**src/rtl/hsi_tx_sequencer_pkg.sv**
```systemverilog
// Shared definitions for the HSI transmit sequencer: state encoding,
// byte-phase encoding and CRC/framing constants.
package hsi_tx_sequencer_pkg;

    typedef enum logic [2:0] {
        IDLE,
        SOF,
        LEN,
        PAY,
        CRC_H,
        CRC_L,
        DONE
    } state_t;

    // Every byte state walks LOAD (hand byte to coder) then WAIT (coder busy).
    typedef enum logic {
        PH_LOAD,
        PH_WAIT
    } phase_t;

    localparam logic [15:0] CRC_POLY    = 16'h1021;
    localparam logic [7:0]  SOF_DEFAULT = 8'h7E;

endpackage

```
**src/rtl/hsi_tx_sequencer_crc16_step.sv**
```systemverilog
// One-byte CRC-16/CCITT update: MSB-first, no reflection, no final XOR.
module crc16_step
    import hsi_tx_sequencer_pkg::*;
(
    input  logic [15:0] crc_in,
    input  logic [7:0]  data,
    output logic [15:0] crc_out
);

    logic [15:0] acc;

    // Fold the data byte into the top of the CRC, then shift out 8 bits.
    always_comb begin
        acc = crc_in ^ {data, 8'h00};
        for (int i = 0; i < 8; i++) begin
            acc = acc[15] ? ({acc[14:0], 1'b0} ^ CRC_POLY) : {acc[14:0], 1'b0};
        end
        crc_out = acc;
    end

endmodule

```
**src/rtl/hsi_tx_sequencer.sv**
```systemverilog
// Frame sequencer: SOF, length, payload and CRC bytes handed one at a time
// to a byte coder, pacing each byte on the coder's busy handshake.
module hsi_tx_sequencer
    import hsi_tx_sequencer_pkg::*;
#(
    parameter logic [7:0]  SOF_BYTE = SOF_DEFAULT,
    parameter logic [15:0] CRC_INIT = 16'hFFFF
) (
    input  logic       clk,
    input  logic       n_rst,
    input  logic       start,
    input  logic [7:0] len,
    input  logic [7:0] pl_data,
    input  logic       pl_valid,
    output logic       pl_ready,
    input  logic       cd_busy,
    output logic       cd_load,
    output logic [7:0] cd_data,
    output logic       busy,
    output logic       msg_end
);

    state_t      state_q, state_d, after_state;
    phase_t      phase_q, phase_d;
    logic        seen_q, seen_d;       // coder busy observed since our cd_load
    logic [7:0]  len_q, len_d;
    logic [7:0]  cnt_q, cnt_d;
    logic [7:0]  hold_q, hold_d;       // payload byte last handed to the coder
    logic [15:0] crc_q, crc_d, crc_next;
    logic        byte_ok;

    crc16_step u_crc (
        .crc_in  (crc_q),
        .data    (pl_data),
        .crc_out (crc_next)
    );

    // State and datapath registers; reset abandons any frame in flight.
    always_ff @(posedge clk or negedge n_rst) begin
        if (!n_rst) begin
            state_q <= IDLE;
            phase_q <= PH_LOAD;
            seen_q  <= 1'b0;
            len_q   <= 8'h00;
            cnt_q   <= 8'h00;
            hold_q  <= 8'h00;
            crc_q   <= CRC_INIT;
        end else begin
            // NOTE: non-blocking so every register samples pre-edge values.
            state_q <= state_d;
            phase_q <= phase_d;
            seen_q  <= seen_d;
            len_q   <= len_d;
            cnt_q   <= cnt_d;
            hold_q  <= hold_d;
            crc_q   <= crc_d;
        end
    end

    // Next-state, byte selection and handshake outputs.
    always_comb begin
        // NOTE: every output and next value is defaulted first so no path infers a latch.
        state_d     = state_q;
        phase_d     = phase_q;
        seen_d      = seen_q;
        len_d       = len_q;
        cnt_d       = cnt_q;
        hold_d      = hold_q;
        crc_d       = crc_q;
        after_state = state_q;
        byte_ok     = 1'b1;
        cd_load     = 1'b0;
        pl_ready    = 1'b0;
        cd_data     = 8'h00;
        msg_end     = 1'b0;
        busy        = (state_q != IDLE);

        case (state_q)
            IDLE: begin
                if (start) begin
                    state_d = SOF;
                    phase_d = PH_LOAD;
                    seen_d  = 1'b0;
                    len_d   = len;
                    crc_d   = CRC_INIT;
                    cnt_d   = 8'h00;
                end
            end
            SOF: begin
                cd_data     = SOF_BYTE;
                after_state = LEN;
            end
            LEN: begin
                cd_data     = len_q;
                after_state = (len_q == 8'h00) ? CRC_H : PAY;
            end
            PAY: begin
                cd_data     = (phase_q == PH_LOAD) ? pl_data : hold_q;
                byte_ok     = pl_valid;
                after_state = (cnt_q == len_q) ? CRC_H : PAY;
            end
            CRC_H: begin
                cd_data     = crc_q[15:8];
                after_state = CRC_L;
            end
            CRC_L: begin
                cd_data     = crc_q[7:0];
                after_state = DONE;
            end
            DONE: begin
                msg_end = 1'b1;
                state_d = IDLE;
            end
            default: state_d = IDLE;
        endcase

        // Shared LOAD/WAIT handshake for all byte states.
        if (state_q inside {SOF, LEN, PAY, CRC_H, CRC_L}) begin
            if (phase_q == PH_LOAD) begin
                if (!cd_busy && byte_ok) begin
                    cd_load = 1'b1;
                    phase_d = PH_WAIT;
                    seen_d  = 1'b0;
                    if (state_q == PAY) begin
                        pl_ready = 1'b1;
                        cnt_d    = cnt_q + 8'd1;
                        crc_d    = crc_next;
                        hold_d   = pl_data;
                    end
                end
            end else if (!seen_q) begin
                if (cd_busy) seen_d = 1'b1;
            end else if (!cd_busy) begin
                state_d = after_state;
                phase_d = PH_LOAD;
                seen_d  = 1'b0;
            end
        end
    end

endmodule

```
**config.mk**
```make
export PLATFORM = sky130hd
export DESIGN_NAME = hsi_tx_sequencer
export DESIGN_NICKNAME = d
export VERILOG_FILES = /design/src/rtl/hsi_tx_sequencer_pkg.sv /design/src/rtl/hsi_tx_sequencer_crc16_step.sv /design/src/rtl/hsi_tx_sequencer.sv
export SDC_FILE = /design/constraint.sdc
export NUM_CORES = 1
export LEC_CHECK = 0
export ABC_AREA = 1
export CORE_MARGIN = 4
export CORE_UTILIZATION = 50
export DETAILED_ROUTE_END_ITERATION = 8
export PLACE_DENSITY = 0.79
export SETUP_SLACK_MARGIN = 0.5
export SYNTH_ARGS = -nofsm -noshare
export SYNTH_HDL_FRONTEND = slang
export SYNTH_SLANG_ARGS = --single-unit
```
**constraint.sdc**
```tcl
create_clock -name clk -period 1.95 [get_ports clk]
set_input_delay 0.39 -clock clk [delete_from_list [all_inputs] [get_ports clk]]
set_output_delay 0.39 -clock clk [all_outputs]
set_load 0.01 [all_outputs]
```
==> results.md <==
- Outcome: finished with violations
- Violated checks: negative setup slack
- Final Cycle Share: 1.10
- Hold Path Class: input pin to asynchronous set/reset pin
- CTS tree: yes
- Via density: 5.64
- Area contributors post-synth: dfrtp_1 26%, nand2_1 15%, dfstp_2 15%
- Placer Congestion: 0.885
- Final instance area: 4210 um2
- Crit Reg-Reg Endpoint: crc_q[10]$_DFF_PN1_
- Critical path data arrival time: 1.76 ns
- CTS Hold Buffers Added: 0
- Crit path max-delay cell type: dfrtp_1
- Sequential share of the synthesized area: 0.407
- Most common cell in the netlist: nand2_1
- CTS Buffer Depth: 2
- Dpl cell area: 3540 um2
- Setup WS pre-CTS: -0.255 ns
- Site Rows: 27
- Largest net degree at the start of global routing: 46
- Synth async-reset ratio: 1.00
- Cts bufs inserted: 5
- Crit path max-delay family: buffers and inverters
- Max Fclk: roughly 470 MHz
- Area Overhead vs Synth: 49.4%
- CP required: roughly 1.6 ns
- Clk slew on worst S/H paths: ~0.1 ns
- Final hold vios: 0
- Clock period minus worst slack: 2.15 ns
- Startpoint Class: flip-flop
- Worst Skew: 0.0101 ns
- Gr usage total: 0.250
- Vias in the first global route: 3052
- Synth Flop Type: dfrtp_1
- Crit path launch: state_q[1]$_DFFE_PN0P_
- Setup ws final: -0.199 ns
- Top cells by instance count after synthesis: 113 x nand2_1, 65 x inv_1, 32 x o21ai_0
- Worst skew pair latency: 0.32 ns
- Fillers: 343
- DP HPWL: 5620 um
- IO Port Bufs: 32
- Final setup fails: 10
- Buffer and inverter count on the worst path: 4
- Synth warn: 0
- 1st-iter DRT viols: around 430
- Pre-antenna DRT Iters: 7
- CP peak stage delay: 0.43 ns
- CP most frequent cell: buf_6
- CP Class: flip-flop to output port
- Worst slew pin tran: 0.575 ns
- Fin. max-slew vios: 0
- Leading area contributor after synthesis: dfrtp_1
- Antenna fix cells: 0
- Synthesized instance count: 389
- Post-synth EDFFs: 0
- Setup TNS: -0.879 ns
- CP Capture Type: output port
- H-Tree Depth: 2
- Post-synthesis cell type count: 39
- Clock Sink Count: 45
- Leakage dissipation: 2.10 nW
- R2R Path Start: state_q[1]$_DFFE_PN0P_
- DRC viols: 0
- CP cell instances: buf_6 > nand2_4 > nor2_4 > buf_6 > buf_6 > a21oi_4 > o2111ai_2 > buf_2
- Post-route ant nets: 0
- Fraction of layout cells with a size suffix above 1: 0.342
- CP max FO: 4
- Initial antenna violation count: 0
- R2R cell count: 13
- WL/cell: roughly 17 um
- Overall power: 0.00641 W
- Max VDD drop: 0.755 mV
- Synth top area share: 0.257
- Final Core Density: 0.769
- Die H: 83.1 um
- Netlist Area Pre-Place: 2820 um2
- Die width: 83.1 um
- CTS root buffer: clkbuf_8
- Syn_area_per_cell: 7.25 um2
- Max cap viols: 0
- Die area: 6900 um2
- Total core area: 5470 um2
- Flops & latches, synth: 45
- Layout Nets: about 510
- Vias: 3178
- RSZ-0062 raised after global routing: yes
- Slew Limit Headroom: 0.616
- Initial core utilization: 0.515
- Net Count, Synth: 411
- Pwr per Cell Area: 1520 nW/um2
- First-pass GRT wire length: between 10000 and 15000 um
- Total gr overflow: 0
- Post-Route WL: 9770 um
- Reg2reg setup slack: 0.04 ns
- Ports: 33
layout make-up:
type / instances / area [um2] / share of cell area
inverters: 68 / 275 / 0.0654
clock inverters: 3 / 20.0 / 0.00475
repair buffers: 104 / 1020 / 0.242
multi-input cells: 266 / 1590 / 0.377
well taps: 72 / 90.1 / 0.0214
clock buffers: 5 / 68.8 / 0.0163
flip-flops and latches: 45 / 1150 / 0.273
logic make-up (layout without fill, tap and decap cells):
logic type / count (synthesis) / after routing / synth area share
DFF: 45 / 45 / 0.407
buffers and inverters: 79 / 180 / 0.115
adders and majority gates: 1 / 1 / 0.00444
xor gates and xnor gates: 18 / 18 / 0.0559
and+or+nand+nor: 178 / 179 / 0.279
AOI/OAI and AO/OA: 68 / 68 / 0.139
metal layers:
layer | wire, um | global-route usage
met5 | 0 | 0
met1 | 3600 | 0.303
met4 | 513 | 0.117
met2 | 4800 | 0.429
met3 | 857 | 0.0427
report_power, final:
group	internal, W	leakage (nW)	total, W	switching [W]
Sequential	0.00142	0.531	0.00181	0.000382
Combinational	0.00179	1.52	0.00399	0.00220
Clock	0.000256	0.0489	0.000615	0.000359
Total	0.00347	2.10	0.00641	0.00294
worst register-to-register path, cell delays in order, from the launching register on:
cell and delay (ns):
dfrtp_1 0.43, buf_6 0.15, nand3_2 0.10, buf_6 0.12
nor2_4 0.04, nor2_4 0.17, nand2_4 0.09, nor2_8 0.10
buf_6 0.11, buf_12 0.13, inv_12 0.06, buf_12 0.13
o21ai_1 0.10, o31ai_1 0.12
state kept, by name (all words and copies together), names as in the netlist:
signal,cells
hold_q,8
state_q,3
cnt_q,8
len_q,8
seen_q,1
crc_q,16
phase_q,1
timing repair:
action | CTS | global route
setup buffers | 19 | 8
pin swaps | 6 | 9
setup endpoints to repair | 53 | 53
gates cloned | 2 | 2
resized for setup | 116 | 41
per-stage QoR:
stage | hold WS [ns] | std cells
6_report | 0.135 | 563
2_1_floorplan | 0.0944 | 389
5_1_grt | 0.187 | 563
3_5_place_dp | 0.495 | 524
3_3_place_gp | 0.482 | 524
4_1_cts | 0.178 | 553
cells in the final DEF (no fill, tap or decap), drive strengths merged, types with 3 or more instances in the layout:
master	Yosys	routed
o22ai	3	3
clkdlybuf4s50	0	18
nand4	3	3
xnor2	14	14
nand2	115	116
o211ai	5	5
nor3	3	3
dfrtp	29	29
nor2	26	26
o21ai	36	36
buf	10	83
nand3	29	29
clkbuf	1	7
o2111ai	6	6
a21oi	13	13
inv	67	70
dfstp	16	16
xor2	4	4
worst max-delay path by stage:
stage	to	slack (ns)	depth (start not counted)
floorplan	cd_data[1]	0.46	6
global placement	pl_ready	-0.20	6
detailed placement	cd_data[7]	-0.25	6
CTS	cd_data[3]	-0.10	6
global route	cd_data[4]	-0.25	8
finish	cd_data[4]	-0.20	8
No activity file was read; power rests on OpenSTA's default activity.
